===== src/rtl/shim_shutdown_sense_monitor_if.sv =====
// Bundle of the monitor's control, sense and status signals.
//   master: system side; drives sys_en, fault_clear and shutdown_sense, observes status.
//   slave:  the monitor; observes the inputs, drives the scanner enable and all status outputs.
interface shim_shutdown_sense_monitor_if #(
    parameter int unsigned TS_WIDTH = 32
) ();
    logic                sys_en;
    logic                fault_clear;
    logic [7:0]          shutdown_sense;
    logic                shutdown_sense_en;
    logic                shutdown_req;
    logic                fault_irq;
    logic [2:0]          fault_first_ch;
    logic                fault_first_valid;
    logic [7:0]          fault_mask;
    logic [3:0]          fault_count;
    logic [TS_WIDTH-1:0] fault_timestamp;
    logic [1:0]          monitor_state;

    modport master (
        output sys_en, fault_clear, shutdown_sense,
        input  shutdown_sense_en, shutdown_req, fault_irq, fault_first_ch, fault_first_valid,
               fault_mask, fault_count, fault_timestamp, monitor_state
    );

    modport slave (
        input  sys_en, fault_clear, shutdown_sense,
        output shutdown_sense_en, shutdown_req, fault_irq, fault_first_ch, fault_first_valid,
               fault_mask, fault_count, fault_timestamp, monitor_state
    );
endinterface


===== src/rtl/shim_shutdown_sense_monitor.sv =====
// Shutdown-sense monitor. Owns the sense scanner's enable, watches its sticky 8-bit sense
// vector and turns the first asserted channel into a shutdown request, first-fault record,
// timestamp and a one-cycle interrupt.
//
// Ports:
//   clk  - system clock, all logic on posedge
//   rst  - synchronous active-high reset
//   bus  - slave modport of shim_shutdown_sense_monitor_if:
//          in : sys_en, fault_clear, shutdown_sense
//          out: shutdown_sense_en, shutdown_req, fault_irq, fault_first_ch, fault_first_valid,
//               fault_mask, fault_count, fault_timestamp, monitor_state
// All outputs are registered.
module shim_shutdown_sense_monitor #(
    parameter int unsigned ARM_DELAY = 16,
    parameter int unsigned TS_WIDTH  = 32
) (
    input logic                          clk,
    input logic                          rst,
    shim_shutdown_sense_monitor_if.slave bus
);

    typedef enum logic [1:0] {
        StIdle    = 2'd0,
        StArming  = 2'd1,
        StMonitor = 2'd2,
        StTripped = 2'd3
    } state_e;

    localparam logic [15:0] ArmLast = 16'(ARM_DELAY - 1);

    state_e              state_q, state_d;
    logic [15:0]         arm_cnt_q, arm_cnt_d;
    logic [TS_WIDTH-1:0] ts_q, ts_d;
    logic                sense_en_q, sense_en_d;
    logic                req_q, req_d;
    logic                irq_q, irq_d;
    logic [2:0]          first_ch_q, first_ch_d;
    logic                first_valid_q, first_valid_d;
    logic [7:0]          mask_q, mask_d;
    logic [3:0]          count_q, count_d;
    logic [TS_WIDTH-1:0] timestamp_q, timestamp_d;

    logic trip;
    logic running;

    function automatic logic [2:0] lowest_set(input logic [7:0] v);
        logic [2:0] ch;
        ch = 3'd0;
        // Walk downwards so the lowest set index is the last one written.
        for (int i = 7; i >= 0; i--) begin
            if (v[i]) begin
                ch = 3'(i);
            end
        end
        return ch;
    endfunction

    function automatic logic [3:0] popcount8(input logic [7:0] v);
        logic [3:0] n;
        n = 4'd0;
        for (int i = 0; i < 8; i++) begin
            n = n + 4'(v[i]);
        end
        return n;
    endfunction

    assign trip    = |bus.shutdown_sense;
    assign running = (state_q == StArming) || (state_q == StMonitor);

    always_comb begin
        state_d       = state_q;
        arm_cnt_d     = arm_cnt_q;
        ts_d          = ts_q;
        first_ch_d    = first_ch_q;
        first_valid_d = first_valid_q;
        mask_d        = mask_q;
        count_d       = count_q;
        timestamp_d   = timestamp_q;

        // Timestamp counter saturates rather than wrapping so a long run never looks early.
        if (running && (ts_q != {TS_WIDTH{1'b1}})) begin
            ts_d = ts_q + TS_WIDTH'(1);
        end

        case (state_q)
            StIdle: begin
                if (bus.sys_en) begin
                    state_d       = StArming;
                    arm_cnt_d     = 16'd0;
                    ts_d          = '0;
                    mask_d        = 8'd0;
                    count_d       = 4'd0;
                    first_valid_d = 1'b0;
                    first_ch_d    = 3'd0;
                    timestamp_d   = '0;
                end
            end
            StArming: begin
                // Faults seen while the scanner settles are still real faults.
                if (trip) begin
                    state_d = StTripped;
                end else if (!bus.sys_en) begin
                    state_d = StIdle;
                end else if (arm_cnt_q == ArmLast) begin
                    state_d = StMonitor;
                end else begin
                    arm_cnt_d = arm_cnt_q + 16'd1;
                end
            end
            StMonitor: begin
                if (trip) begin
                    state_d = StTripped;
                end else if (!bus.sys_en) begin
                    state_d = StIdle;
                end
            end
            StTripped: begin
                // Count lags the mask by one cycle and is frozen once we leave TRIPPED.
                count_d = popcount8(mask_q);
                if (bus.fault_clear) begin
                    state_d = StIdle;
                    mask_d  = 8'd0;
                end else begin
                    mask_d = mask_q | bus.shutdown_sense;
                end
            end
            default: begin
                state_d = StIdle;
            end
        endcase

        // First-fault capture on the trip edge.
        if (running && trip) begin
            first_ch_d    = lowest_set(bus.shutdown_sense);
            first_valid_d = 1'b1;
            timestamp_d   = ts_q;
            mask_d        = bus.shutdown_sense;
        end

        sense_en_d = (state_d != StIdle);
        req_d      = (state_d == StTripped);
        irq_d      = (state_d == StTripped) && (state_q != StTripped);
    end

    always_ff @(posedge clk) begin
        if (rst) begin
            state_q       <= StIdle;
            arm_cnt_q     <= 16'd0;
            ts_q          <= '0;
            sense_en_q    <= 1'b0;
            req_q         <= 1'b0;
            irq_q         <= 1'b0;
            first_ch_q    <= 3'd0;
            first_valid_q <= 1'b0;
            mask_q        <= 8'd0;
            count_q       <= 4'd0;
            timestamp_q   <= '0;
        end else begin
            state_q       <= state_d;
            arm_cnt_q     <= arm_cnt_d;
            ts_q          <= ts_d;
            sense_en_q    <= sense_en_d;
            req_q         <= req_d;
            irq_q         <= irq_d;
            first_ch_q    <= first_ch_d;
            first_valid_q <= first_valid_d;
            mask_q        <= mask_d;
            count_q       <= count_d;
            timestamp_q   <= timestamp_d;
        end
    end

    assign bus.shutdown_sense_en = sense_en_q;
    assign bus.shutdown_req      = req_q;
    assign bus.fault_irq         = irq_q;
    assign bus.fault_first_ch    = first_ch_q;
    assign bus.fault_first_valid = first_valid_q;
    assign bus.fault_mask        = mask_q;
    assign bus.fault_count       = count_q;
    assign bus.fault_timestamp   = timestamp_q;
    assign bus.monitor_state     = state_q;

endmodule


===== src/flat_wrapper.sv =====
// flat-port wrapper written by rule: the top's interface ports become plain ports
module shim_shutdown_sense_monitor_flat 
#(
    parameter int unsigned ARM_DELAY = 16,
    parameter int unsigned TS_WIDTH  = 32
)
  (clk, rst, bus_sys_en, bus_fault_clear, bus_shutdown_sense, bus_shutdown_sense_en, bus_shutdown_req, bus_fault_irq, bus_fault_first_ch, bus_fault_first_valid, bus_fault_mask, bus_fault_count, bus_fault_timestamp, bus_monitor_state);
  shim_shutdown_sense_monitor_if #(.TS_WIDTH(TS_WIDTH)) bus_i ();
  input logic clk;
  input logic rst;
  input wire logic [$bits(bus_i.sys_en)-1:0] bus_sys_en;
  input wire logic [$bits(bus_i.fault_clear)-1:0] bus_fault_clear;
  input wire logic [$bits(bus_i.shutdown_sense)-1:0] bus_shutdown_sense;
  output wire logic [$bits(bus_i.shutdown_sense_en)-1:0] bus_shutdown_sense_en;
  output wire logic [$bits(bus_i.shutdown_req)-1:0] bus_shutdown_req;
  output wire logic [$bits(bus_i.fault_irq)-1:0] bus_fault_irq;
  output wire logic [$bits(bus_i.fault_first_ch)-1:0] bus_fault_first_ch;
  output wire logic [$bits(bus_i.fault_first_valid)-1:0] bus_fault_first_valid;
  output wire logic [$bits(bus_i.fault_mask)-1:0] bus_fault_mask;
  output wire logic [$bits(bus_i.fault_count)-1:0] bus_fault_count;
  output wire logic [$bits(bus_i.fault_timestamp)-1:0] bus_fault_timestamp;
  output wire logic [$bits(bus_i.monitor_state)-1:0] bus_monitor_state;
  assign bus_i.sys_en = bus_sys_en;
  assign bus_i.fault_clear = bus_fault_clear;
  assign bus_i.shutdown_sense = bus_shutdown_sense;
  assign bus_shutdown_sense_en = bus_i.shutdown_sense_en;
  assign bus_shutdown_req = bus_i.shutdown_req;
  assign bus_fault_irq = bus_i.fault_irq;
  assign bus_fault_first_ch = bus_i.fault_first_ch;
  assign bus_fault_first_valid = bus_i.fault_first_valid;
  assign bus_fault_mask = bus_i.fault_mask;
  assign bus_fault_count = bus_i.fault_count;
  assign bus_fault_timestamp = bus_i.fault_timestamp;
  assign bus_monitor_state = bus_i.monitor_state;
  shim_shutdown_sense_monitor #(.ARM_DELAY(ARM_DELAY), .TS_WIDTH(TS_WIDTH)) u_core (.clk(clk), .rst(rst), .bus(bus_i));
endmodule

===== config.mk =====
export PLATFORM = sky130hd
export DESIGN_NAME = shim_shutdown_sense_monitor_flat
export DESIGN_NICKNAME = d
export VERILOG_FILES = /design/src/rtl/shim_shutdown_sense_monitor_if.sv /design/src/rtl/shim_shutdown_sense_monitor.sv /design/src/flat_wrapper.sv
export SDC_FILE = /design/constraint.sdc
export NUM_CORES = 1
export LEC_CHECK = 0
export BUFFER_PORTS_ARGS = -buffer_cell sky130_fd_sc_hd__buf_2
export CORE_ASPECT_RATIO = 1.4
export CORE_UTILIZATION = 56
export CTS_CLUSTER_DIAMETER = 30
export DETAILED_ROUTE_END_ITERATION = 8
export GPL_ROUTABILITY_DRIVEN = 0
export PLACE_DENSITY = 0.78
export RECOVER_POWER = 100
export SETUP_SLACK_MARGIN = 0.5
export SYNTH_ARGS = -nofsm -noshare
export SYNTH_HDL_FRONTEND = slang
export SYNTH_SLANG_ARGS = --single-unit

===== constraint.sdc =====
create_clock -name clk -period 4.85 [get_ports clk]
set_clock_uncertainty 0.2 [all_clocks]
set_input_delay 0.485 -clock clk [delete_from_list [all_inputs] [get_ports clk]]
set_output_delay 0.485 -clock clk [all_outputs]
set_load 0.05 [all_outputs]

==> reports/qor.yml, run 1 <==
timing:
  hold_violations: 0
  slew_headroom_pct: -8.440
  post-route-period-util_pct: 71.33
  rsz0062_at_grt: "no"
  holdWs_ps: 177.0
  max_freq_mhz: 289.1
  period_minus_slack_ps: 3460
  tns_ps: 0
  tightestPinTransition_ps: 1610
  finalSetupViolCount: 0
  final_max_slew_viol_count: 15
global_route:
  grt_max_degree: 34
  grtUsageTotal_pct: 24.89
  grt_pass1_vias: 3749
  antenna_found_initial: 0
  grt_pass1_wl_mm: 16.73
  overflow: 0
job:
  max_cap_viol_count: 1
clock_tree:
  cts.sinks: 101
  holdBufCountCts: 0
  h-tree-depth: 3
  cts_setup_buffers: 0
  cts-root-buf: "clkbuf_8"
  insertion_delay_ps: 380
  cts_buffer_depth: 2
  numCtsBuffers: 9
  path_clk_slew_ps: 100
  cts_tree: "built"
  cts_resized: 0
critical_path:
  end_kind: "register"
  reg2regPathDepth: 6
  crit_arrival_ps: 3580
  crit_required_ps: 4970
  critPathMaxStageDelay_ps: 1080
  cp_max_fo: 33
  critical-path-top-delay-family: "buffers and inverters"
  reg2reg_from: "u_core.bus.monitor_state[0]"
  path_buf_inv: 2
  r2r-end: "u_core.bus.fault_timestamp[14]"
  critPathKind: "register to register"
  cp_slowest_cell: "clkbuf_1"
  cp-start-kind: "register"
  reg2reg_slack_ps: 1390
  path_cells: "inv_1, ha_1, o21ai_0, nor2_2, clkbuf_1, a22o_1"
pwr:
  power.density_nw_per_um2: 397.4
  totalPowerFinal_mw: 1.997
  peakVddDrop_uv: 299.2
  leakagePower_nw: 1.736
worst_hold_path:
  hold_start: "bus_shutdown_sense[6]"
  whs_path_depth: 3
  hold_end: "u_core.bus.fault_mask[6]"
  holdCritPathClass: "input port to register"
final_layout:
  n_antenna_cell: 0
  mostFrequentLayoutCells: "dfxtp_1, clkbuf_1, nor2_1, nand2_1, a22o_1"
  fin_nets: 583
  n_fill_cell: 710
  area_growth_syn_to_layout_pct: 9.670
  multi_input_area_um2: 2316
  drive_gt1_share_pct: 7.105
  register_area_um2: 2022
  final_common_cell: "dfxtp_1"
yosys:
  synth_top_family_by_area: "simple AND/OR/NAND/NOR gates"
  post-synth-top-area-fraction_pct: 44.14
  synth-edff-count: 0
  synth.distinct_cells: 60
  yosys.area.top_type: "dfxtp_1"
  synth_area_leaders: "dfxtp_1, a22o_1, xnor2_1"
  syn_area_um2: 4581
  yosysSeqAreaShare_pct: 44.14
  synthesis.nets: 527
  yosys-mux-area-fraction_pct: 0.4370
  synthAdderAreaFrac_pct: 4.207
  synthSimpleGateAreaFrac_pct: 22.40
  synthCells: 502
  yosysWarnings: 0
  synth-seq-cells: 101
  synth-async-reset-ratio_pct: 0
  synth_xor_area_share_pct: 5.354
  ys.flop_type: "dfxtp_1"
  avgSynthCellArea_um2: 9.125
  synth-compound-area-share_pct: 19.28
routing:
  totalWireLength_mm: 10.28
  dr.pass1.iters: 8
  vias: 4038
  avgViaCountPerCell: 6.090
  wl_per_cell_um: 15.50
  drc_errors: 0
  drt_iter0_drc: 251
  ant_nets: 0
floorplan:
  start_util_pct: 58.39
  fp-row-count: 38
  die_w_um: 78.44
  ioPinCount: 65
  die_h_um: 109.0
  dieArea_um2: 8550
  core_um2: 7845
outcome:
  violations: "max-capacitance violations, max-slew violations"
  outcome: "complete, but fails checks"
placement:
  port_buffers: 64
  dp_hpwl_mm: 7.181
## synth_stat cells, types with 3 or more instances
| cell type | count |
|---|---|
| or4_1 | 8 |
| dfxtp_1 | 101 |
| o21ai_0 | 18 |
| nand4_1 | 17 |
| a22oi_1 | 4 |
| o21ai_1 | 3 |
| a21oi_1 | 20 |
| buf_2 | 6 |
| nor2_1 | 50 |
| or3_1 | 3 |
| a31oi_1 | 4 |
| o211ai_1 | 6 |
| a22o_1 | 32 |
| clkbuf_1 | 16 |
| nand2b_1 | 5 |
| xnor2_1 | 24 |
| nor4b_2 | 3 |
| xor2_1 | 4 |
| a211oi_1 | 7 |
| nor3_1 | 6 |
| nor4_2 | 3 |
| and4_1 | 5 |
| ha_1 | 9 |
| inv_1 | 23 |
| nand2_1 | 39 |
| o31ai_1 | 5 |
| fa_1 | 4 |
| nor4_1 | 13 |
| and2_1 | 4 |
| nand3_1 | 19 |
| or2_2 | 4 |
| nor2_2 | 3 |
## registers in the layout (all words and copies together), names as in the netlist
register,flops
u_core.bus.shutdown_sense_en,1
u_core.arm_cnt_q,16
u_core.bus.fault_count,4
u_core.bus.monitor_state,2
u_core.bus.fault_irq,1
u_core.bus.fault_mask,8
u_core.ts_q,32
u_core.bus.fault_first_valid,1
u_core.bus.shutdown_req,1
u_core.bus.fault_first_ch,3
u_core.bus.fault_timestamp,32
## metal layers
layer	vias to the layer above	part of all wire (%)	global-route usage, %
met5	-	0	0
met4	0	2.9	15.21
met3	30	4.2	3.598
met2	126	50	44.55
met1	1928	43	27.72
li1	1954	-	-
## cell families (layout without fill, tap and decap cells)
kind of cell | Yosys count | count (layout)
mux | 2 | 2
fa+ha+maj | 13 | 13
xor+xnor | 28 | 28
buf+inv | 47 | 108
compound gates | 120 | 120
simple gates | 191 | 191
flops | 101 | 101
## stage by stage
stage / worst slack [ps] / area [um2] / util [%] / std cells
3_5_place_dp: 1860 / 4961 / 63.24 / 647
3_3_place_gp: 1963 / 4961 / 63.24 / 647
5_1_grt: 1160 / 5024 / 64.04 / 663
4_1_cts: 1835 / 5152 / 65.68 / 663
2_1_floorplan: 1618 / 4581 / - / 502
6_report: 1390 / 5024 / 64.04 / 663
## power breakdown
part / internal [mW] / switching, mW
sequential: 0.869 / 0.0297
clock: 0.238 / 0.297
combinational: 0.130 / 0.432
total: 1.24 / 0.759
## area by class of cell
cell class	count	area share [%]
repair buffers	69	5.629
clock buffers	10	2.540
multi-input cells	354	46.10
inverters	23	1.719
clock inverters	6	1.270
flip-flops and latches	101	40.25
well taps	100	2.491
## worst register-to-register path, cell delays in order, from the launching register on
cell      delay, ps
dfxtp_1         400
inv_1           100
ha_1            530
o21ai_0         550
nor2_2          220
clkbuf_1       1080
a22o_1          310
## worst max path at each step
| stage | from | to | cells past startpoint | slack (ps) |
|---|---|---|---|---|
| finish | u_core.bus.monitor_state[0] | u_core.bus.fault_timestamp[14] | 6 | 1390 |
| global route | u_core.bus.monitor_state[0] | u_core.bus.fault_timestamp[29] | 6 | 1160 |
| CTS | u_core.bus.fault_mask[1] | u_core.bus.fault_count[1] | 9 | 1830 |
| detailed placement | u_core.bus.fault_mask[1] | u_core.bus.fault_count[1] | 9 | 1860 |
| global placement | u_core.bus.fault_mask[0] | u_core.bus.fault_count[1] | 9 | 1960 |
| floorplan | u_core.bus.fault_mask[1] | u_core.bus.fault_count[1] | 9 | 1620 |
No activity file was read; power rests on OpenSTA's default activity.
==> run 2, diff against run 1 <==
--- a/config.mk
+++ b/config.mk
@@ -7,11 +7,11 @@
 export LEC_CHECK = 0
 export BUFFER_PORTS_ARGS = -buffer_cell sky130_fd_sc_hd__buf_2
 export CORE_ASPECT_RATIO = 1.4
-export CORE_UTILIZATION = 56
+export CORE_UTILIZATION = 51
 export CTS_CLUSTER_DIAMETER = 30
 export DETAILED_ROUTE_END_ITERATION = 8
 export GPL_ROUTABILITY_DRIVEN = 0
-export PLACE_DENSITY = 0.78
+export PLACE_DENSITY = 0.75
 export RECOVER_POWER = 100
 export SETUP_SLACK_MARGIN = 0.5
 export SYNTH_ARGS = -nofsm -noshare
==> constraint.sdc (replaced) <==
create_clock -name clk -period 2.9 [get_ports clk]
set_clock_uncertainty 0.2 [all_clocks]
set_input_delay 0.29 -clock clk [delete_from_list [all_inputs] [get_ports clk]]
set_output_delay 0.29 -clock clk [all_outputs]
set_load 0.05 [all_outputs]
==> run 2 against run 1 <==
The flow finishes with violations (negative setup slack). Final area increased by 5.4%. Sequential power grew 68%. Hold slack worse by 150 ps.
==> reports/qor.yml, run 2 (same netlist as run 1, synthesis figures left out) <==
critical_path:
  end_kind: "register"  # unchanged
  cp_max_fo: 2  # was 33
  cp-start-kind: "register"  # unchanged
  reg2reg_from: "u_core.bus.fault_mask[1]"  # was u_core.bus.monitor_state[0]
  crit_required_ps: 2930  # was 4970 ps
  cp_slowest_cell: "fa_1"  # was clkbuf_1
  r2r-end: "u_core.bus.fault_count[1]"  # was u_core.bus.fault_timestamp[14]
  reg2regPathDepth: 9  # was 6
  reg2reg_slack_ps: -10  # was 1390 ps
  path_buf_inv: 2  # unchanged
  critPathMaxStageDelay_ps: 510  # was 1080 ps
  critPathKind: "register to register"  # unchanged
  path_cells: "ha_4, inv_2, fa_1, fa_1, fa_2, inv_2, fa_1, a22oi_2, nor2_1"  # was inv_1, ha_1, o21ai_0, nor2_2, clkbuf_1, a22o_1
  cpMostUsedCell: "fa_1"
  critical-path-top-delay-family: "adder cells"  # was buffers and inverters
  crit_arrival_ps: 2950  # was 3580 ps
  cp-startpoint: "u_core.bus.fault_mask[1]"  # was u_core.bus.monitor_state[0]
pwr:
  totalPowerFinal_mw: 3.740  # was 1.997 mW
  power.density_nw_per_um2: 706.1  # was 397.4 nW/um2
  peakVddDrop_uv: 441.7  # was 299.2 uV
  leakagePower_nw: 1.856  # was 1.736 nW
clock_tree:
  insertion_delay_ps: 350  # was 380 ps
  path_clk_slew_ps: 60  # was 100 ps
  cts.sinks: 101  # unchanged
  h-tree-depth: 3  # unchanged
  cts_buffer_depth: 2  # unchanged
  cts-root-buf: "clkbuf_16"  # was clkbuf_8
  numCtsBuffers: 9  # unchanged
  holdBufCountCts: 0  # unchanged
  cts_tree: "built"  # unchanged
routing:
  dr.pass1.iters: 5  # was 8
  ant_nets: 0  # unchanged
  wl_met1_mm: 4.449  # was 4.379 mm
  vias: 4055  # was 4,038
  routed.top_layer: "met4"  # unchanged
  dr_wl_met3_um: 420  # was 431 um
  drt_iter0_drc: 227  # was 251
  totalWireLength_mm: 10.85  # was 10.28 mm
  wl_per_cell_um: 15.87  # was 15.50 um
  drc_errors: 0  # unchanged
  dr_wl_met2_mm: 5.783  # was 5.170 mm
  avgViaCountPerCell: 5.928  # was 6.090
global_route:
  overflow: 0  # unchanged
  antenna_found_initial: 0  # unchanged
  grt_max_degree: 34  # unchanged
  grt_pass1_wl_mm: 17.63  # was 16.73 mm
  grtUsageTotal_pct: 24.49  # was 24.89%
  grt_pass1_vias: 3910  # was 3,749
final_layout:
  area_growth_syn_to_layout_pct: 15.62  # was 9.670%
  fin_util_pct: 61.17  # was 64.04%
  finish.instance_area_um2: 5296  # was 5024 um2
  drive_gt1_share_pct: 12.09  # was 7.105%
  fin_nets: 599  # was 583
  mostFrequentLayoutCells: "dfxtp_1, clkbuf_1, nor2_1, nand2_1, a22o_1"  # unchanged
  final_common_cell: "dfxtp_1"  # unchanged
  n_antenna_cell: 0  # unchanged
  n_fill_cell: 818  # was 710
timing:
  period_minus_slack_ps: 2915  # was 3460 ps
  slew_headroom_pct: 38.00  # was -8.440%
  post-route-period-util_pct: 100.5  # was 71.33%
  tightestPinTransition_ps: 920.3  # was 1610 ps
  max_freq_mhz: 343.1  # was 289.1 MHz
  rsz0062_at_grt: "yes"  # was no
  finalSetupViolCount: 1  # was 0
  setup_slack_ps: -14.66  # was 1390 ps
  final_max_slew_viol_count: 0  # was 15
  hold_violations: 0  # unchanged
outcome:
  violations: "negative setup slack"  # was max-capacitance violations, max-slew violations
  outcome: "complete, but fails checks"  # unchanged
floorplan:
  die_w_um: 82.10  # was 78.44 um
  die_h_um: 114.1  # was 109.0 um
  fp-row-count: 40  # was 38
  ioPinCount: 65  # unchanged
  start_util_pct: 52.90  # was 58.39%
  dieArea_um2: 9370  # was 8550 um2
  core_um2: 8658  # was 7845 um2
worst_hold_path:
  hold_start: "bus_shutdown_sense[0]"  # was bus_shutdown_sense[6]
  holdCritPathClass: "input port to register"  # unchanged
  whs_path_depth: 3  # unchanged
  hold_end: "u_core.bus.fault_mask[0]"  # was u_core.bus.fault_mask[6]
placement:
  port_buffers: 64  # unchanged
  dp_hpwl_mm: 7.551  # was 7.181 mm
  dpl_cell_area_um2: 5072  # was 4961 um2
job:
  max_cap_viol_count: 0  # was 1
## run 2: layout make-up
type                    instances  area (um2)  area share (%)
clock inverters                 6       62.56           1.181
multi-input cells             354        2361           44.58
flip-flops and latches        101        2034           38.41
inverters                      23       86.33           1.630
repair buffers                 85       391.6           7.394
well taps                     105       131.4           2.481
clock buffers                  10       229.0           4.323
## run 2: power by group
group	leakage (nW)	internal, mW	switching, mW	total [mW]
logic	0.894	0.279	0.764	1.04
registers	0.819	1.46	0.0509	1.51
clock network	0.143	0.668	0.520	1.19
total	1.86	2.41	1.33	3.74
## run 2: metrics by stage
stage          hold WS [ps]  setup slack [ps]  setup TNS [ps]  std cells
2_1_floorplan         220.1            -49.60          -84.44        502
3_3_place_gp          231.5             12.57               0        660
3_5_place_dp          236.0            -66.94          -109.9        660
4_1_cts               11.24            -43.09          -53.64        678
5_1_grt               27.95            -109.3          -179.1        684
6_report              22.75            -14.66          -14.66        684
## run 2: worst register-to-register path: cells and delay by family, from the launching register on
kind	cells	cell delay [ps]
buffers and inverters	2	100
and+or+nand+nor	1	50
adders and majority gates	5	1960
AOI/OAI and AO/OA	1	130
DFF	1	350
## run 2: routing by layer
layer	up-vias	global-route usage, %
met5	-	0
met4	0	11.46
met3	17	5.578
met2	104	43.25
met1	1948	27.01
li1	1986	-
## run 2: worst max path at each step
| stage | endpoint | cells past startpoint | slack (ps) |
|---|---|---|---|
| 5_1_grt | u_core.bus.fault_count[1] | 9 | -110 |
| 3_3_place_gp | u_core.bus.fault_count[1] | 9 | 10 |
| 4_1_cts | u_core.bus.fault_count[1] | 9 | -40 |
| 6_report | u_core.bus.fault_count[1] | 9 | -10 |
| 3_5_place_dp | u_core.bus.fault_count[1] | 9 | -70 |
| 2_1_floorplan | u_core.bus.fault_count[1] | 9 | -50 |
## run 2: what timing repair did
item / CTS / global route
pin swaps: 6 / 5
setup buffers: 2 / 6
gates resized for setup: 3 / 14
gates cloned: 0 / 0
setup endpoints to repair: 15 / 24
==> run 3, diff against run 2 <==
--- a/config.mk
+++ b/config.mk
@@ -13,6 +13,7 @@
 export GPL_ROUTABILITY_DRIVEN = 0
 export PLACE_DENSITY = 0.75
 export RECOVER_POWER = 100
+export REMOVE_ABC_BUFFERS = 1
 export SETUP_SLACK_MARGIN = 0.5
 export SYNTH_ARGS = -nofsm -noshare
 export SYNTH_HDL_FRONTEND = slang
==> run 3 against run 2 <==
Global-route usage grew 0.35 points. Non-clock buffer count is 4 higher. Clock power is 6% lower. The run now ends clean. Sequential power hardly changed. Combinational power is essentially flat. Die area unchanged. Clock-buffer cell count increased by 2. Largest cell class unchanged.
==> reports/qor.yml, run 3 (same netlist as run 1, synthesis figures left out) <==
critical_path:
  cp-start-kind: "register"  # unchanged
  path_cells: "ha_4, inv_2, fa_1, fa_1, fa_2, inv_2, fa_2, a22oi_2, nor2_1"  # was ha_4, inv_2, fa_1, fa_1, fa_2, inv_2, fa_1, a22oi_2, nor2_1
  crit_arrival_ps: 2910  # was 2950 ps
  cp_slowest_cell: "fa_1"  # unchanged
  end_kind: "register"  # unchanged
  critPathKind: "register to register"  # unchanged
  crit_required_ps: 2940  # was 2930 ps
  critPathMaxStageDelay_ps: 490  # was 510 ps
  cp_max_fo: 2  # unchanged
placement:
  port_buffers: 64  # unchanged
  dp_hpwl_mm: 7.423  # was 7.551 mm
  dp.cells: 663  # was 660
timing:
  max_freq_mhz: 347.5  # was 343.1 MHz
  finalSetupViolCount: 0  # was 1
  post-route-period-util_pct: 99.23  # was 100.5%
  holdWs_ps: 34.18  # was 22.75 ps
  tightestPinTransition_ps: 1012  # was 920.3 ps
  hold_violations: 0  # unchanged
  slew_headroom_pct: 31.85  # was 38.00%
  tns_ps: 0  # was -14.66 ps
  final_max_slew_viol_count: 0  # unchanged
  rsz0062_at_grt: "yes"  # unchanged
  period_minus_slack_ps: 2878  # was 2915 ps
global_route:
  antenna_found_initial: 0  # unchanged
  grt_max_degree: 34  # unchanged
  grtUsageTotal_pct: 24.84  # was 24.49%
  overflow: 0  # unchanged
  grt_pass1_wl_mm: 18.07  # was 17.63 mm
  grt_pass1_vias: 3857  # was 3,910
clock_tree:
  h-tree-depth: 3  # unchanged
  numCtsBuffers: 9  # unchanged
  cts_buffer_depth: 2  # unchanged
  path_clk_slew_ps: 70  # was 60 ps
  insertion_delay_ps: 350  # about the same
  cts_tree: "built"  # unchanged
  cts-root-buf: "clkbuf_16"  # unchanged
  cts.sinks: 101  # unchanged
  holdBufCountCts: 0  # unchanged
pwr:
  power.density_nw_per_um2: 697.3  # was 706.1 nW/um2
  leakagePower_nw: 1.871  # was 1.856 nW
  peakVddDrop_uv: 653.9  # was 441.7 uV
floorplan:
  fp-row-count: 40  # unchanged
  start_util_pct: 52.90  # unchanged
  dieArea_um2: 9370  # unchanged
  die_h_um: 114.1  # unchanged
  die_w_um: 82.10  # unchanged
  core_um2: 8658  # unchanged
  ioPinCount: 65  # unchanged
final_layout:
  n_antenna_cell: 0  # unchanged
  finalNonFillerCells: 688  # was 684
  drive_gt1_share_pct: 11.66  # was 12.09%
  final_common_cell: "dfxtp_1"  # unchanged
  area_growth_syn_to_layout_pct: 15.54  # was 15.62%
  mostFrequentLayoutCells: "dfxtp_1, clkbuf_1, nor2_1, nand2_1, a22o_1"  # unchanged
  fin_nets: 603  # was 599
routing:
  wl_per_cell_um: 15.56  # was 15.87 um
  totalWireLength_mm: 10.71  # was 10.85 mm
  drc_errors: 0  # unchanged
  vias: 4146  # was 4,055
  dr.pass1.iters: 5  # unchanged
  avgViaCountPerCell: 6.026  # was 5.928
  ant_nets: 0  # unchanged
  drt_iter0_drc: 198  # was 227
worst_hold_path:
  holdCritPathClass: "input port to register"  # unchanged
outcome:
  outcome: "finished clean"  # was complete, but fails checks
job:
  max_cap_viol_count: 0  # unchanged
==> run 3: through the flow <==
stage	utilization (%)	power, mW	setup WS, ps	cell area, um2
6_report	61.13	3.691	22.47	5293
5_1_grt	61.13	3.896	-58.12	5293
4_1_cts	61.86	3.704	9.136	5356
3_5_place_dp	58.32	2.553	-76.64	5050
3_3_place_gp	58.32	2.519	10.45	5050
2_1_floorplan	-	2.253	-389.5	4476
==> run 3: final timing paths <==
check	start	endpoint	slack, ps	depth (start not counted)
min reg2reg	u_core.bus.fault_first_valid	u_core.bus.fault_first_valid	260	1
max reg2reg	u_core.bus.fault_mask[0]	u_core.bus.fault_count[1]	20	9
min	bus_shutdown_sense[0]	u_core.bus.fault_mask[0]	30	3
max	u_core.bus.fault_mask[0]	u_core.bus.fault_count[1]	20	9
==> run 3: cell type report <==
type	instances	area, um2
Multi-Input combinational cell	354	2356
Timing Repair Buffer	89	424.2
Inverter	23	86.33
Clock buffer	12	246.5
Tap cell	105	131.4
Fill cell	794	3366
Clock inverter	4	23.77
Sequential cell	101	2024
==> run 3: metal layers <==
layer | vias to the layer above | routed length, um | track usage [%] | share of wire [%]
li1 | 1997 | - | - | -
met1 | 1979 | 4423 | 29.21 | 41
met2 | 136 | 5482 | 42.26 | 51
met3 | 34 | 472 | 4.303 | 4.4
met4 | 0 | 329 | 12.75 | 3.1
met5 | - | 0 | 0 | 0
==> run 3: what timing repair did <==
action,CTS,global route
pin swaps,6,7
hold endpoints to repair,0,0
setup buffers,2,7
setup endpoints to repair,14,28
gates resized for setup,10,8
==> run 3: where the power goes <==
group          switching [mW]  leakage (nW)  internal (mW)
registers              0.0528         0.816           1.46
logic                   0.763         0.918          0.303
clock network           0.513         0.136          0.603
==> run 3: critical path: cells and delay by family (launching register included) <==
family	cells	cell delay [ps]
buffers and inverters	2	100
flip-flops	1	340
AO/OA/AOI/OAI	1	130
adder cells (fa/ha/maj)	5	1960
AND/OR/NAND/NOR	1	50
